File: config.mk
export PLATFORM = sky130hd
export DESIGN_NAME = edge_rate_meter
export DESIGN_NICKNAME = d
export VERILOG_FILES = /design/src/rtl/edge_rate_meter.sv
export SDC_FILE = /design/constraint.sdc
export NUM_CORES = 1
export LEC_CHECK = 0
export CAP_MARGIN = 10
export CORE_UTILIZATION = 30
export CTS_CLUSTER_SIZE = 28
export DETAILED_ROUTE_END_ITERATION = 12
export REMOVE_ABC_BUFFERS = 1
export SLEW_MARGIN = 20
export SYNTH_ARGS = -nofsm -noshare
export SYNTH_HDL_FRONTEND = slang
export SYNTH_SLANG_ARGS = --single-unit
File: constraint.sdc
create_clock -name safe_clk -period 2.6 [get_ports safe_clk]
set_input_delay 0.52 -clock safe_clk [delete_from_list [all_inputs] [get_ports safe_clk]]
set_output_delay 0.52 -clock safe_clk [all_outputs]
set_load 0.005 [all_outputs]
File: src/rtl/edge_rate_meter.sv
// edge_rate_meter: counts rising edges of an asynchronous slow signal over a
// fixed window of safe_clk cycles and reports the count with range flags.
//
//   state    | meaning
//   ---------+-----------------------------------------------------------
//   S_IDLE   | waiting for start or continuous
//   S_GATE   | counting synchronized rising edges for GATE_CYCLES cycles
//   S_REPORT | one-cycle result strobe; loops back to S_GATE if continuous
`timescale 1ns/1ps

module edge_rate_meter #(
    parameter int unsigned GATE_CYCLES = 1000,
    parameter int unsigned CNT_W       = 16,
    parameter int unsigned SYNC_STAGES = 2,
    parameter int unsigned EXP_MIN     = 0,
    parameter int unsigned EXP_MAX     = 65535
) (
    input  logic             safe_clk,
    input  logic             safe_reset_n,
    input  logic             sig_in,
    input  logic             start,
    input  logic             continuous,
    output logic             busy,
    output logic [CNT_W-1:0] count_out,
    output logic             count_valid,
    output logic             overflow,
    output logic             in_range,
    output logic             no_signal
);

    typedef enum logic [1:0] {
        S_IDLE   = 2'd0,
        S_GATE   = 2'd1,
        S_REPORT = 2'd2
    } state_t;

    localparam logic [23:0]      GATE_LAST = 24'(GATE_CYCLES - 1);
    localparam logic [CNT_W-1:0] CNT_MAX   = '1;

    state_t                 state;
    state_t                 next_state;
    logic [SYNC_STAGES-1:0] sync_q;
    logic                   sync_prev;
    logic                   rise;
    logic [23:0]            gate_tmr;
    logic                   gate_done;
    logic                   gate_entry;
    logic [CNT_W-1:0]       cnt;
    logic                   sat;
    logic [CNT_W-1:0]       cnt_fin;
    logic                   sat_fin;
    logic                   lo_ok;
    logic                   hi_ok;

    // Synchronize sig_in and keep the previous synchronized value for edge detect.
    always_ff @(posedge safe_clk) begin
        if (!safe_reset_n) begin
            sync_q    <= '0;
            sync_prev <= 1'b0;
        end else begin
            sync_q    <= {sync_q[SYNC_STAGES-2:0], sig_in};
            sync_prev <= sync_q[SYNC_STAGES-1];
        end
    end

    assign rise       = sync_q[SYNC_STAGES-1] & ~sync_prev;
    assign gate_done  = (state == S_GATE) && (gate_tmr == GATE_LAST);
    assign gate_entry = (next_state == S_GATE) && (state != S_GATE);

    // Count value including the current cycle's edge, so the last gate cycle counts.
    assign cnt_fin = (rise && (cnt != CNT_MAX)) ? cnt + CNT_W'(1) : cnt;
    assign sat_fin = sat | (rise && (cnt == CNT_MAX));

    // Range bounds that cover the whole counter span reduce to constant true.
    if (EXP_MIN == 0) begin : g_lo_open
        assign lo_ok = 1'b1;
    end else begin : g_lo_cmp
        assign lo_ok = (cnt_fin >= CNT_W'(EXP_MIN));
    end

    if (64'(EXP_MAX) >= ((64'(1) << CNT_W) - 64'(1))) begin : g_hi_open
        assign hi_ok = 1'b1;
    end else begin : g_hi_cmp
        assign hi_ok = (cnt_fin <= CNT_W'(EXP_MAX));
    end

    // State register.
    always_ff @(posedge safe_clk) begin
        if (!safe_reset_n) begin
            state <= S_IDLE;
        end else begin
            state <= next_state;
        end
    end

    // Next-state logic.
    always_comb begin
        next_state = state;
        case (state)
            S_IDLE:   if (start || continuous) next_state = S_GATE;
            S_GATE:   if (gate_done) next_state = S_REPORT;
            S_REPORT: next_state = continuous ? S_GATE : S_IDLE;
            default:  next_state = S_IDLE;
        endcase
    end

    // Moore outputs decoded from state.
    always_comb begin
        busy        = 1'b0;
        count_valid = 1'b0;
        case (state)
            S_GATE:   busy = 1'b1;
            S_REPORT: begin
                busy        = 1'b1;
                count_valid = 1'b1;
            end
            default:  ;
        endcase
    end

    // Gate timer and saturating edge counter; both clear on every gate entry.
    always_ff @(posedge safe_clk) begin
        if (!safe_reset_n) begin
            gate_tmr <= '0;
            cnt      <= '0;
            sat      <= 1'b0;
        end else if (gate_entry) begin
            gate_tmr <= '0;
            cnt      <= '0;
            sat      <= 1'b0;
        end else if (state == S_GATE) begin
            gate_tmr <= gate_tmr + 24'd1;
            cnt      <= cnt_fin;
            sat      <= sat_fin;
        end
    end

    // Capture the result on the last gate cycle so it is presented in REPORT and held after.
    always_ff @(posedge safe_clk) begin
        if (!safe_reset_n) begin
            count_out <= '0;
            overflow  <= 1'b0;
            in_range  <= 1'b0;
            no_signal <= 1'b0;
        end else if (gate_done) begin
            count_out <= cnt_fin;
            overflow  <= sat_fin;
            in_range  <= ~sat_fin & lo_ok & hi_ok;
            no_signal <= (cnt_fin == '0);
        end
    end

endmodule

Word-level counts from Yosys, hierarchy flattened --
Cells that the tools add are included.
Operators by class: $add $sub $neg 2, multiply operators 0, divide/modulo/power cells 0, $lt $le $gt $ge 0, equality and inequality tests 7, shifts and indexed selects 0, muxes and demuxes 7, bitwise operators 5, reductions and logical operators 9
Operators by type and width (number):
- $add 24x1->24 const B | 1
- $eq 24x10->1 const B | 1
- $add 16x1->16 const B | 1
- $eq 16x16->1 const B | 1
- $logic_not 16->1 | 1
- $mux 16 | 1
- $ne 16x16->1 const B | 1
- $pmux 2 s3 | 1
- $eq 2x1->1 const B | 2
- $logic_and 1x1->1 | 4
- $mux 2 | 2
- $reduce_or 2->1 | 2
- $mux 1 | 3
- $not 1->1 | 3
- $eq 2x2->1 const B | 1
- $logic_not 2->1 | 1
- $ne 2x1->1 const B | 1
- $and 1x1->1 | 1
- $logic_or 1x1->1 | 1
- $or 1x1->1 | 1
Storage, ports and cells: register bits after elaboration 65, bits in latches 0, RAM bits 0, bits in read-only memories 0, output and inout port bits 21, memories kept 0

Depth between registers and ports, before layout --
Gate-level depths: netlist (run 1).
depth after elaboration 7, gate-level depth with buffers 10, depth with buffers taken out 9

Worst setup path before layout (run 1) --
OpenSTA, ideal clock, no wires.
kind flip-flop to flip-flop, start point register cnt[1], end point register no_signal, setup time 69 ps, data arrival time 2184 ps, required time 2531 ps, slack 347 ps, stages on the path, launching flop included 11, buffers on the path 2, period minus slack after synthesis 2253 ps, cells stage by stage dfxtp_1 > ha_1 > and3_1 > and4bb_1 > buf_6 > nor2_4 > buf_6 > mux2i_4 > nand4_1 > or4_1 > o21ai_1
Between the ends: cells in the longest elaborated chain, start to end 4
Ends and longest elaborated chain:
- from (decl) | line 48 | logic [CNT_W-1:0] cnt;
- from (signal assigned) | line 133 | cnt <= cnt_fin;
- parallel branches: the longest is 2 deep, another holds $add 16x1->16
- $mux 16 * | line 71 | assign cnt_fin = (rise && (cnt != CNT_MAX)) ? cnt + CNT_W'(1) : cnt;
- $logic_not 16->1 * | line 149 | no_signal <= (cnt_fin == '0);
- to (signal assigned) | line 149
- to (decl) | line 28 | output logic no_signal
Mark *: on every way between the ends. A chain may end at the register's enable or synchronous reset.

Worst setup path in the final report (run 1) --
Same ends and word-level chain as after synthesis.

==> impl_results.md, run 1 <==
* PwrDens at ~520 mW/mm²
* RSZ-0062 raised after global routing: no
* CTS sink count at between 60 and 70
* TritonCTS buffer count at 9
* Prevailing post-synth register cell: dfxtp_1
* Non-Filler Instances at around 530
* Post-Route WL at just under 7 mm
* Final Hold Viols at 0
* Max_cap viols at 0
* CP peak stage delay at around 0.50 ns
* Synth Register Bits at 65
* Final setup fails at 0
* Min-Delay Path Class: reg -> reg
* Crit start category: flop
* Post-Synthesis Cells at about 360
* DP HPWL at between 4 and 5 mm
* Util after Layout at 0.367
* Final GP Congestion at roughly 0.84
* Leakage Power at about 1.4 nW
* Hold_buf cts at 0
* Commonest cells after routing, fill and taps aside: dfxtp_1 (65), nor2_1 (52), nand2_1 (38)
* CP Capture Type: flop
* Core footprint at between 0.01 and 0.015 mm²
* Syn-to-layout area delta at 19.1%
* Site Rows at 37
* EDFF count, synth at 0
* GRT overflow at 0
* GRT Util Overall at 0.133
* Chip width at 105 µm
* Critical Path RT at 2.88 ns
* CP Data Arrival Time at 2.70 ns
* Crit Path Category: reg -> reg
* Largest net degree at the start of global routing at 42
* Height of the die at roughly 100 µm
* Nets at about 400
* Clock Latency Late Sink at ~0.35 ns
* Worst vdd ir at approximately 0.21 mV
* DIE AREA at ~0.011 mm²
* CTS H-tree depth at 3
* Commonest non-fill, non-tap cell in the layout: dfxtp_1
* Clk_skew at 0.00533 ns
* Antenna Cells at 0
* First-pass GRT wire length at ~12 mm
* Initial DRT Pass Iterations at 4
* Tmin final at roughly 2.4 ns
* Cell count after placement at around 510
* Clock transition at the registers of the reported paths at roughly 0.060 ns
* Ys Warns at 0
* Post-synthesis sequential area ratio at 0.409
* F_max at 0.413 GHz
* Initial antenna violation count at 0
* Status: finished clean
* CP Buf/Inv Count at 0
* Worst-path maximum fanout at 8
* Synthesized area at 0.00318 mm²
* Io pins at 26
* Yosys cell types at 50
* Pins over their slew limit at 0
* Vias per std cell at a little under 5
* Antenna Nets Post-Route at 0
* Buffers on Ports at 25
* FFs w/ async S/R, synth at 0
* Synth Area per Inst at just under 9 µm²
* Root buffer cell: clkbuf_8
* Drt wl/cell at 12.9 µm
* Layout cells sized above 1 at 0.0918
* Post-route clock period utilization at 0.931
* DRT iter0 DRCs at 120
* Crit path cell chain: ha_1 > and3_1 > and4bb_2 > nor3_1 > xnor2_1 > nand2_1 > or4_1 > o21ai_1
* Via Count at roughly 2600
* Initial core utilization at 0.308
* Clock buffer depth at 2
* Max-slew headroom at 0.671
* CP max stage cell: or4_1
* Measured slew at the worst slew-check pin at between 0.4 and 0.5 ns
* Number of global-route vias before repair at ~2500
* Delay-heaviest family, CP: simple AND/OR/NAND/NOR gates
* Post-route DRC at 0
* CTS tree: done
* Final Hold Slack at roughly 0.43 ns
* Fillers at about 1000
## synth_stat cells (2+ instances only)
| master | count | area (µm²) |
|---|---|---|
| xnor2_1 | 15 | 131 |
| buf_4 | 2 | 15.0 |
| o21a_1 | 2 | 15.0 |
| nor4_1 | 5 | 31.3 |
| o21ai_0 | 3 | 15.0 |
| nor3b_1 | 2 | 15.0 |
| nand4_1 | 14 | 87.6 |
| and2_1 | 7 | 43.8 |
| buf_6 | 2 | 22.5 |
| o211a_1 | 12 | 120 |
| mux2i_1 | 7 | 70.1 |
| nor2_1 | 52 | 195 |
| xor2_1 | 32 | 280 |
| and3_1 | 8 | 50.1 |
| a21oi_1 | 6 | 30.0 |
| dfxtp_1 | 65 | 1300 |
| nand2_1 | 38 | 143 |
| nor3_1 | 11 | 55.1 |
| buf_1 | 2 | 7.51 |
| ha_1 | 6 | 75.1 |
| a21boi_0 | 2 | 15.0 |
| and4_1 | 2 | 17.5 |
| nor2b_1 | 6 | 37.5 |
| inv_1 | 3 | 11.3 |
| buf_2 | 5 | 25.0 |
| nand2b_1 | 2 | 12.5 |
| clkbuf_1 | 10 | 37.5 |
| nand3b_1 | 4 | 30.0 |
| nand3_1 | 16 | 80.1 |
## state kept, by name, indices dropped and copies added, names as in the netlist
| signal | cells |
|---|---|
| sync_q | 2 |
| in_range | 1 |
| overflow | 1 |
| state | 2 |
| sync_prev | 1 |
| sat | 1 |
| no_signal | 1 |
| count_out | 16 |
| cnt | 16 |
| gate_tmr | 24 |
## stage by stage
stage	area (µm²)	total power [mW]	TNS [ns]	setup WS, ns
2_1_floorplan	3070	1.08	-82.07	-1.90
3_3_place_gp	3590	1.14	0	0.243
3_5_place_dp	3590	1.14	0	0.156
4_1_cts	3780	1.99	0	0.143
5_1_grt	3790	2.04	0	0.0585
6_report	3790	1.95	0	0.179
## path summary, 6_finish.rpt
check / depth (start not counted) / slack (ns) / from / to
setup / recovery: 8 / 0.18 / cnt[1] / no_signal
hold / removal: 1 / 0.43 / sync_q[0] / sync_q[1]
setup reg to reg: 8 / 0.18 / cnt[1] / no_signal
hold reg to reg: 1 / 0.43 / sync_q[0] / sync_q[1]
## timing repair
item                                    CTS  global route
gates resized for setup                   0             3
buffers inserted                          0             0
endpoints found under the setup margin    0             1
## report_power, final
part           switching (mW)  internal, mW  total, mW
Combinational          0.0652        0.0426      0.108
Clock                   0.372         0.467      0.839
Sequential            0.00574          1.00       1.01
Total                   0.443          1.51       1.95
## area by class of cell
cell class / count / area, µm² / share of cell area
Sequential cell: 65 / 1300 / 0.343
Inverter: 3 / 11.3 / 0.00297
Multi-Input combinational cell: 273 / 1780 / 0.470
Clock inverter: 3 / 40.0 / 0.0106
Clock buffer: 13 / 149 / 0.0393
Tap cell: 136 / 170 / 0.0449
Timing Repair Buffer: 35 / 338 / 0.0892
## per-layer routing
layer  vias to the layer above  track usage  part of all wire
met1                      1192        0.169              0.49
met3                        13       0.0374             0.040
met4                         0       0.0614             0.019
met5                         -            0                 0
li1                       1294            -                 -
met2                        51        0.210              0.45
## logic make-up after synthesis
kind of cell	share of synthesized area
and+or+nand+nor	0.282
DFF	0.409
xor gates and xnor gates	0.129
AOI/OAI and AO/OA	0.0857
buffers and inverters	0.0374
muxes	0.0326
adders and majority gates	0.0236
Power figures use the tool's default switching activity.
==> run 2: changes to the inputs <==
--- a/config.mk
+++ b/config.mk
@@ -10,7 +10,6 @@
 export CTS_CLUSTER_SIZE = 28
 export DETAILED_ROUTE_END_ITERATION = 12
 export REMOVE_ABC_BUFFERS = 1
-export SLEW_MARGIN = 20
 export SYNTH_ARGS = -nofsm -noshare
 export SYNTH_HDL_FRONTEND = slang
 export SYNTH_SLANG_ARGS = --single-unit
==> results of run 2 <==
Final layout, timing and power as in run 1 (identical DEF).
